**config.mk**
```make
export PLATFORM = sky130hd
export DESIGN_NAME = design_48_result_buf
export DESIGN_NICKNAME = d
export VERILOG_FILES = /design/src/rtl/design_48_result_buf.sv
export SDC_FILE = /design/constraint.sdc
export NUM_CORES = 1
export LEC_CHECK = 0
export BUFFER_PORTS_ARGS = -buffer_cell sky130_fd_sc_hd__buf_2
export CELL_PAD_IN_SITES_DETAIL_PLACEMENT = 0
export CELL_PAD_IN_SITES_GLOBAL_PLACEMENT = 1
export CORE_ASPECT_RATIO = 1.4
export CORE_MARGIN = 2
export CORE_UTILIZATION = 50
export CTS_CLUSTER_SIZE = 10
export DETAILED_ROUTE_END_ITERATION = 10
export PLACE_DENSITY_LB_ADDON = 0.1
export SYNTH_ARGS = -nofsm -noshare
export SYNTH_HDL_FRONTEND = slang
export SYNTH_SLANG_ARGS = --single-unit
```
**constraint.sdc**
```tcl
create_clock -name clk -period 5.4 [get_ports clk]
set_input_delay 1.08 -clock clk [delete_from_list [all_inputs] [get_ports clk]]
set_output_delay 1.08 -clock clk [all_outputs]
set_load 0.1 [all_outputs]
```
**src/rtl/design_48_result_buf.sv**
```systemverilog
// Result buffer behind the design_48 arithmetic stage. It is a first-word-fall-through FIFO
// with a valid/ready output, plus overrun tracking: a sticky overflow flag and a saturating drop counter.
module design_48_result_buf #(
    parameter int W     = 16,
    parameter int DEPTH = 4,
    parameter int CW    = 8
) (
    input  logic                       clk,
    input  logic                       rst_n,
    input  logic                       in_valid,
    input  logic [W-1:0]               in_data,
    output logic                       out_valid,
    input  logic                       out_ready,
    output logic [W-1:0]               out_data,
    output logic [$clog2(DEPTH):0]     level,
    output logic                       overflow,
    output logic [CW-1:0]              drop_cnt,
    input  logic                       clr_ovf
);

    localparam int AW = $clog2(DEPTH);
    localparam int LW = $clog2(DEPTH) + 1;

    logic [W-1:0]  mem_r [DEPTH];
    logic [AW-1:0] wr_ptr_r;
    logic [AW-1:0] rd_ptr_r;
    logic [LW-1:0] level_r;
    logic          out_valid_r;
    logic          overflow_r;
    logic [CW-1:0] drop_cnt_r;

    logic          pop_s;
    logic          full_s;
    logic          push_s;
    logic          drop_s;
    logic [LW-1:0] level_nxt_s;
    logic          overflow_nxt_s;
    logic [CW-1:0] drop_cnt_nxt_s;

    // Handshake decode, occupancy update and overrun bookkeeping.
    // Full is taken from the level count, so the pointers may simply wrap.
    always_comb begin
        pop_s          = out_valid_r & out_ready;
        full_s         = (level_r == LW'(DEPTH));
        push_s         = in_valid & (~full_s | pop_s);
        drop_s         = in_valid & full_s & ~pop_s;
        level_nxt_s    = level_r;
        overflow_nxt_s = overflow_r;
        drop_cnt_nxt_s = drop_cnt_r;

        case ({push_s, pop_s})
            2'b10:   level_nxt_s = level_r + LW'(1);
            2'b01:   level_nxt_s = level_r - LW'(1);
            default: level_nxt_s = level_r;
        endcase

        // A drop in the same cycle as a clear restarts the count at one.
        if (drop_s) begin
            overflow_nxt_s = 1'b1;
            if (clr_ovf) begin
                drop_cnt_nxt_s = CW'(1);
            end else if (drop_cnt_r == {CW{1'b1}}) begin
                drop_cnt_nxt_s = drop_cnt_r;
            end else begin
                drop_cnt_nxt_s = drop_cnt_r + CW'(1);
            end
        end else if (clr_ovf) begin
            overflow_nxt_s = 1'b0;
            drop_cnt_nxt_s = {CW{1'b0}};
        end else begin
            overflow_nxt_s = overflow_r;
            drop_cnt_nxt_s = drop_cnt_r;
        end
    end

    // Control state: pointers, occupancy, output valid and overrun status.
    always_ff @(posedge clk or negedge rst_n) begin
        if (!rst_n) begin
            wr_ptr_r    <= {AW{1'b0}};
            rd_ptr_r    <= {AW{1'b0}};
            level_r     <= {LW{1'b0}};
            out_valid_r <= 1'b0;
            overflow_r  <= 1'b0;
            drop_cnt_r  <= {CW{1'b0}};
        end else begin
            if (push_s) begin
                wr_ptr_r <= wr_ptr_r + AW'(1);
            end
            if (pop_s) begin
                rd_ptr_r <= rd_ptr_r + AW'(1);
            end
            level_r     <= level_nxt_s;
            out_valid_r <= (level_nxt_s != {LW{1'b0}});
            overflow_r  <= overflow_nxt_s;
            drop_cnt_r  <= drop_cnt_nxt_s;
        end
    end

    // Storage array. It is not reset; its contents are only qualified by the level count.
    always_ff @(posedge clk) begin
        if (push_s) begin
            mem_r[wr_ptr_r] <= in_data;
        end
    end

    assign out_data  = mem_r[rd_ptr_r];
    assign out_valid = out_valid_r;
    assign level     = level_r;
    assign overflow  = overflow_r;
    assign drop_cnt  = drop_cnt_r;

endmodule

```
==> reports/metrics.yaml, run 1 <==
synth.distinct_cells: 34
first_pass_grt_wire_length_um: 9225
drt_first_iter_violations: 37
overflow: 0
hold_violations: 0
timing.critical_path.arrival_ps: 2360
setup_tns_ps: 0
avgSynthCellArea_sq_um: 18.82
cts.sinks: 81
cts.reportedPaths.clkPinSlew_ps: 70
cp-end-kind: "output port"
wl_per_cell_um: 18.71
critical_path_peak_fanout: 18
timing.final.crit_share: 0.6367
critical_path_cell_count: 2
synthesis.area_sq_mm: 0.003218
maxSlewHeadroom: 0.2645
clock_tree.htree_level_count: 3
detail_route.vias_per_cell: 5.628
first_global_vias: 1859
dp.final_hpwl_um: 3734
finish.net_count: 252
number_of_core_rows: 34
synth.net_count: 199
portion_of_the_post_synthesis_area_used_by_sequential_elements: 0.7294
floorplan.io_pins: 50
layout.cells.most_common: "sky130_fd_sc_hd__edfxtp_1"
cap_violations: 0
postCtsHoldBufs: 0
async_reset_ff_frac: 0.2099
ys_seq_elements: 81
clock_skew_ps: 8.272
grt_usage: 0.1758
worstSetupPathType: "reg2out"
wirelength_um: 5631
die_height_um: 98.93
outcome: "finished, final reports clean"
insertion_delay_ps: 340
post_route_cells_drive_above_1_share: 0.3624
die-area_sq_mm: 0.007103
grt_setup_unrepaired: "false"
min_period_ps: 3438
layout-area-overhead-vs-synth_pct: 15.24
root_buffer: "sky130_fd_sc_hd__clkbuf_8"
min-delay-path-class: "reg2reg"
timing.critical_path.buf_inv: 1
synth-edff-count: 64
place.gp.congestion: 0.7760
final_cell_mix: "sky130_fd_sc_hd__edfxtp_1 (64), sky130_fd_sc_hd__buf_2 (49), sky130_fd_sc_hd__dfrtp_1 (17), sky130_fd_sc_hd__mux4_2 (16), sky130_fd_sc_hd__clkbuf_8 (9)"
clock_path_buffers: 2
syn-instance-count: 171
insertedDiodeCount: 0
maximum_frequency_from_static_timing_analysis_ghz: 0.2909
setup-violations-final: 0
max_slew.worst_pin.slew_ps: 1103
die_width_um: 71.81
initial_core_util: 0.5181
router_iterations_before_antenna_repair: 3
cts_buffers: 9
cpPeakStageDelay_ps: 1080
critPathRequiredTime_ps: 4320
place.port_buffers: 49
drc_errors: 0
yosysWarningCount: 0
synthFlopType: "sky130_fd_sc_hd__edfxtp_1"
post_cts_resize_count: 0
grt_antenna_before_repair: 0
worst_path_dominant_cell_family: "flip-flops"
timing.critical_path.from_type: "register"
route.antenna.remaining_nets: 0
crit_chain: "mux4_2 -> buf_2"
routed-via-count: 1694
cp_slowest_cell: "sky130_fd_sc_hd__dfrtp_1"
reg2reg_depth: 9
timing.hold.worst_path_depth: 1
coreArea_sq_mm: 0.006211
largest_net_degree_at_the_start_of_global_routing: 19
finalMaxSlewViolations: 0
tritoncts: "done"
cts_setup_buffers: 0
regToRegSetupSlack_ps: 2860
-- Yosys cell counts, types with 2 or more instances --
cell type                  instances  area (sq um)
sky130_fd_sc_hd__edfxtp_1         64          1922
sky130_fd_sc_hd__dfrtp_1          17         425.4
sky130_fd_sc_hd__mux4_2           16         360.4
sky130_fd_sc_hd__ha_1              6         75.07
sky130_fd_sc_hd__nand2_1           6         22.52
sky130_fd_sc_hd__a21oi_1           5         25.02
sky130_fd_sc_hd__and2_1            5         31.28
sky130_fd_sc_hd__buf_2             5         25.02
sky130_fd_sc_hd__inv_1             5         18.77
sky130_fd_sc_hd__xnor2_1           4         35.03
sky130_fd_sc_hd__nor2_1            3         11.26
sky130_fd_sc_hd__o31ai_1           3         22.52
sky130_fd_sc_hd__or3_1             3         18.77
sky130_fd_sc_hd__or4_1             3         22.52
sky130_fd_sc_hd__mux2_2            2         22.52
sky130_fd_sc_hd__nand3_1           2         10.01
sky130_fd_sc_hd__nor4_1            2         12.51
sky130_fd_sc_hd__o211ai_1          2         15.01
sky130_fd_sc_hd__o21ai_0           2         10.01
sky130_fd_sc_hd__xor2_1            2         17.52
-- stage by stage --
step                worst slack [ps]  hold slack, ps  utilization  std cells  area (sq um)
global route                    1759           525.2       0.5971        301          3709
global placement                2272           461.8       0.5669        285          3521
detailed placement              2151           469.0       0.5669        285          3521
floorplan                       2399           579.6            -        171          3218
CTS                             1861           487.3       0.5971        301          3709
finish                          1962           486.2       0.5971        301          3709
-- routing by layer --
layer	track usage	wire length (um)	share of wire
met5	0	0	0
met4	0.07402	104	0.018
met3	0.05215	302	0.054
met2	0.3084	3039	0.54
met1	0.1962	2185	0.39
-- registers in the layout, indices dropped and copies added, names as in the netlist --
signal     count
mem_r         64
drop_cnt       8
level          3
rd_ptr_r       2
wr_ptr_r       2
out_valid      1
overflow       1
-- worst paths after layout --
check | end | from
worst max-delay path | out_data[3] | rd_ptr_r[0]$_DFFE_PN0P_
worst min-delay path | overflow$_DFFE_PN0P_ | overflow$_DFFE_PN0P_
worst max register to register | out_valid$_DFF_PN0_ | level[0]$_DFF_PN0_
worst min register to register | overflow$_DFFE_PN0P_ | overflow$_DFFE_PN0P_
max in group asynchronous | rd_ptr_r[1]$_DFFE_PN0P_ | rst_n
min in group asynchronous | drop_cnt[5]$_DFFE_PN0P_ | rst_n
-- cells by family after synthesis --
kind of cell             count (synthesis)  synth area share
XOR/XNOR                                 6           0.01633
adder cells (fa/ha/maj)                  7           0.02955
flip-flops                              81            0.7294
AO/OA/AOI/OAI                           18           0.03888
multiplexers                            18            0.1190
AND/OR/NAND/NOR                         29           0.05093
buffers and inverters                   12           0.01594
-- final cells by class --
class | instances | area, sq um
Clock buffer | 11 | 131.4
Clock inverter | 5 | 56.30
Fill cell | 473 | 2502
Inverter | 5 | 18.77
Multi-Input combinational cell | 78 | 819.5
Sequential cell | 81 | 2347
Tap cell | 72 | 90.09
Timing Repair Buffer | 49 | 245.2
Power of run 1 is not shown: default switching activity piles up to over one toggle a cycle in this logic, so the estimate is an artifact.
==> run 2, diff against run 1 <==
- CORE_UTILIZATION: 50 -> 47
- clock period: 5.4 -> 3.5 ns (I/O delays scaled with it)
==> reports/metrics.yaml, run 2 (synthesis results as in run 1) <==
grt_antenna_before_repair: 0
tritoncts: "done"
crit_chain: "buf_4 -> mux4_2 -> buf_2"
insertedDiodeCount: 0
cts_setup_buffers: 0
drc_errors: 0
largest_net_degree_at_the_start_of_global_routing: 18
clock_path_buffers: 2
overflow: 0
finalMaxSlewViolations: 0
cts.sinks: 81
routed-via-count: 1707
largest_register_ffs: 64
router_iterations_before_antenna_repair: 4
floorplan.io_pins: 50
dp.final_hpwl_um: 3889
die-area_sq_mm: 0.007534
postCtsHoldBufs: 0
clock_tree.htree_level_count: 3
cts.reportedPaths.clkPinSlew_ps: 80
coreArea_sq_mm: 0.006613
min_period_ps: 2819
finish.net_count: 253
worst_path_dominant_cell_family: "buffers and inverters"
maximum_frequency_from_static_timing_analysis_ghz: 0.3548
place.port_buffers: 49
cts_buffers: 9
initial_core_util: 0.4867
post_cts_resize_count: 0
post_route_cells_drive_above_1_share: 0.3739
wl_per_cell_um: 17.84
cp_slowest_cell: "sky130_fd_sc_hd__dfrtp_1"
cpPeakStageDelay_ps: 570
timing.critical_path.from_type: "register"
layout-area-overhead-vs-synth_pct: 17.50
cap_violations: 0
final_cell_mix: "sky130_fd_sc_hd__edfxtp_1 (64), sky130_fd_sc_hd__buf_2 (49), sky130_fd_sc_hd__dfrtp_1 (17), sky130_fd_sc_hd__mux4_2 (16), sky130_fd_sc_hd__clkbuf_8 (10)"
critPathRequiredTime_ps: 2800
min-delay-path-class: "in2async"
maxSlewHeadroom: 0.2469
cp-end-kind: "output port"
max_slew.worst_pin.slew_ps: 1121
grt_setup_unrepaired: "false"
setup_tns_ps: 0
hold_violations: 0
setup-violations-final: 0
first_pass_grt_wire_length_um: 8935
timing.final.crit_share: 0.8053
regMostFlops: "mem_r"
timing.critical_path.arrival_ps: 2120
root_buffer: "sky130_fd_sc_hd__clkbuf_8"
layout.cells.most_common: "sky130_fd_sc_hd__edfxtp_1"
outcome: "finished, final reports clean"
critical_path_peak_fanout: 12
drt_first_iter_violations: 43
detail_route.vias_per_cell: 5.301
die_height_um: 101.9
place.gp.congestion: 0.7915
insertion_delay_ps: 350
timing.critical_path.buf_inv: 2
first_global_vias: 1805
wirelength_um: 5746
n_fill_cell: 514
clock_skew_ps: 9.905
route.antenna.remaining_nets: 0
worstSetupPathType: "reg2out"
die_width_um: 73.94
grt_usage: 0.1676
number_of_core_rows: 35
-- run 2: cell count changes in the layout (fill, tap and decap cells not counted), sizes merged --
cell / change
clkinv: -1
inv: +1
clkbuf: -1
buf: +1
bufinv: +1
-- run 2: metrics by stage --
stage | instance area (sq um) | hold slack [ps] | utilization | std cells | setup WS (ps)
after CTS | 3781 | 267.3 | 0.5718 | 322 | 629.8
final | 3781 | 265.2 | 0.5718 | 322 | 681.4
after global placement | 3553 | 462.8 | 0.5374 | 306 | 746.9
after detailed placement | 3553 | 464.0 | 0.5374 | 306 | 594.3
after global routing | 3781 | 263.8 | 0.5718 | 322 | 552.8
after floorplan | 3218 | 404.4 | - | 171 | 517.9
-- run 2: cell type report --
class	instances	area [sq um]	area share
Sequential cell	81	2347	0.6208
Clock inverter	6	90.09	0.02383
Inverter	5	18.77	0.004964
Timing Repair Buffer	50	252.7	0.06684
Multi-Input combinational cell	78	819.5	0.2167
Clock buffer	10	137.6	0.03640
Tap cell	92	115.1	0.03044
-- run 2: routing by layer --
metal | track usage | wire length (um)
met3 | 0.05325 | 233
met1 | 0.1682 | 2078
met2 | 0.3104 | 3362
met5 | 0 | 0
met4 | 0.07133 | 72
-- run 2: worst paths after layout --
check                                        start                      end  cells after the start  slack [ps]
min in group clk              overflow$_DFFE_PN0P_     overflow$_DFFE_PN0P_                      1         480
max                        rd_ptr_r[0]$_DFFE_PN0P_              out_data[5]                      3         680
min                                          rst_n     overflow$_DFFE_PN0P_                      1         270
max reg2reg                     level[0]$_DFF_PN0_      out_valid$_DFF_PN0_                      9         910
min reg2reg                   overflow$_DFFE_PN0P_     overflow$_DFFE_PN0P_                      1         480
max in group asynchronous                    rst_n  wr_ptr_r[0]$_DFFE_PN0P_                      1        2940
Power of run 2 is left out for the same reason.
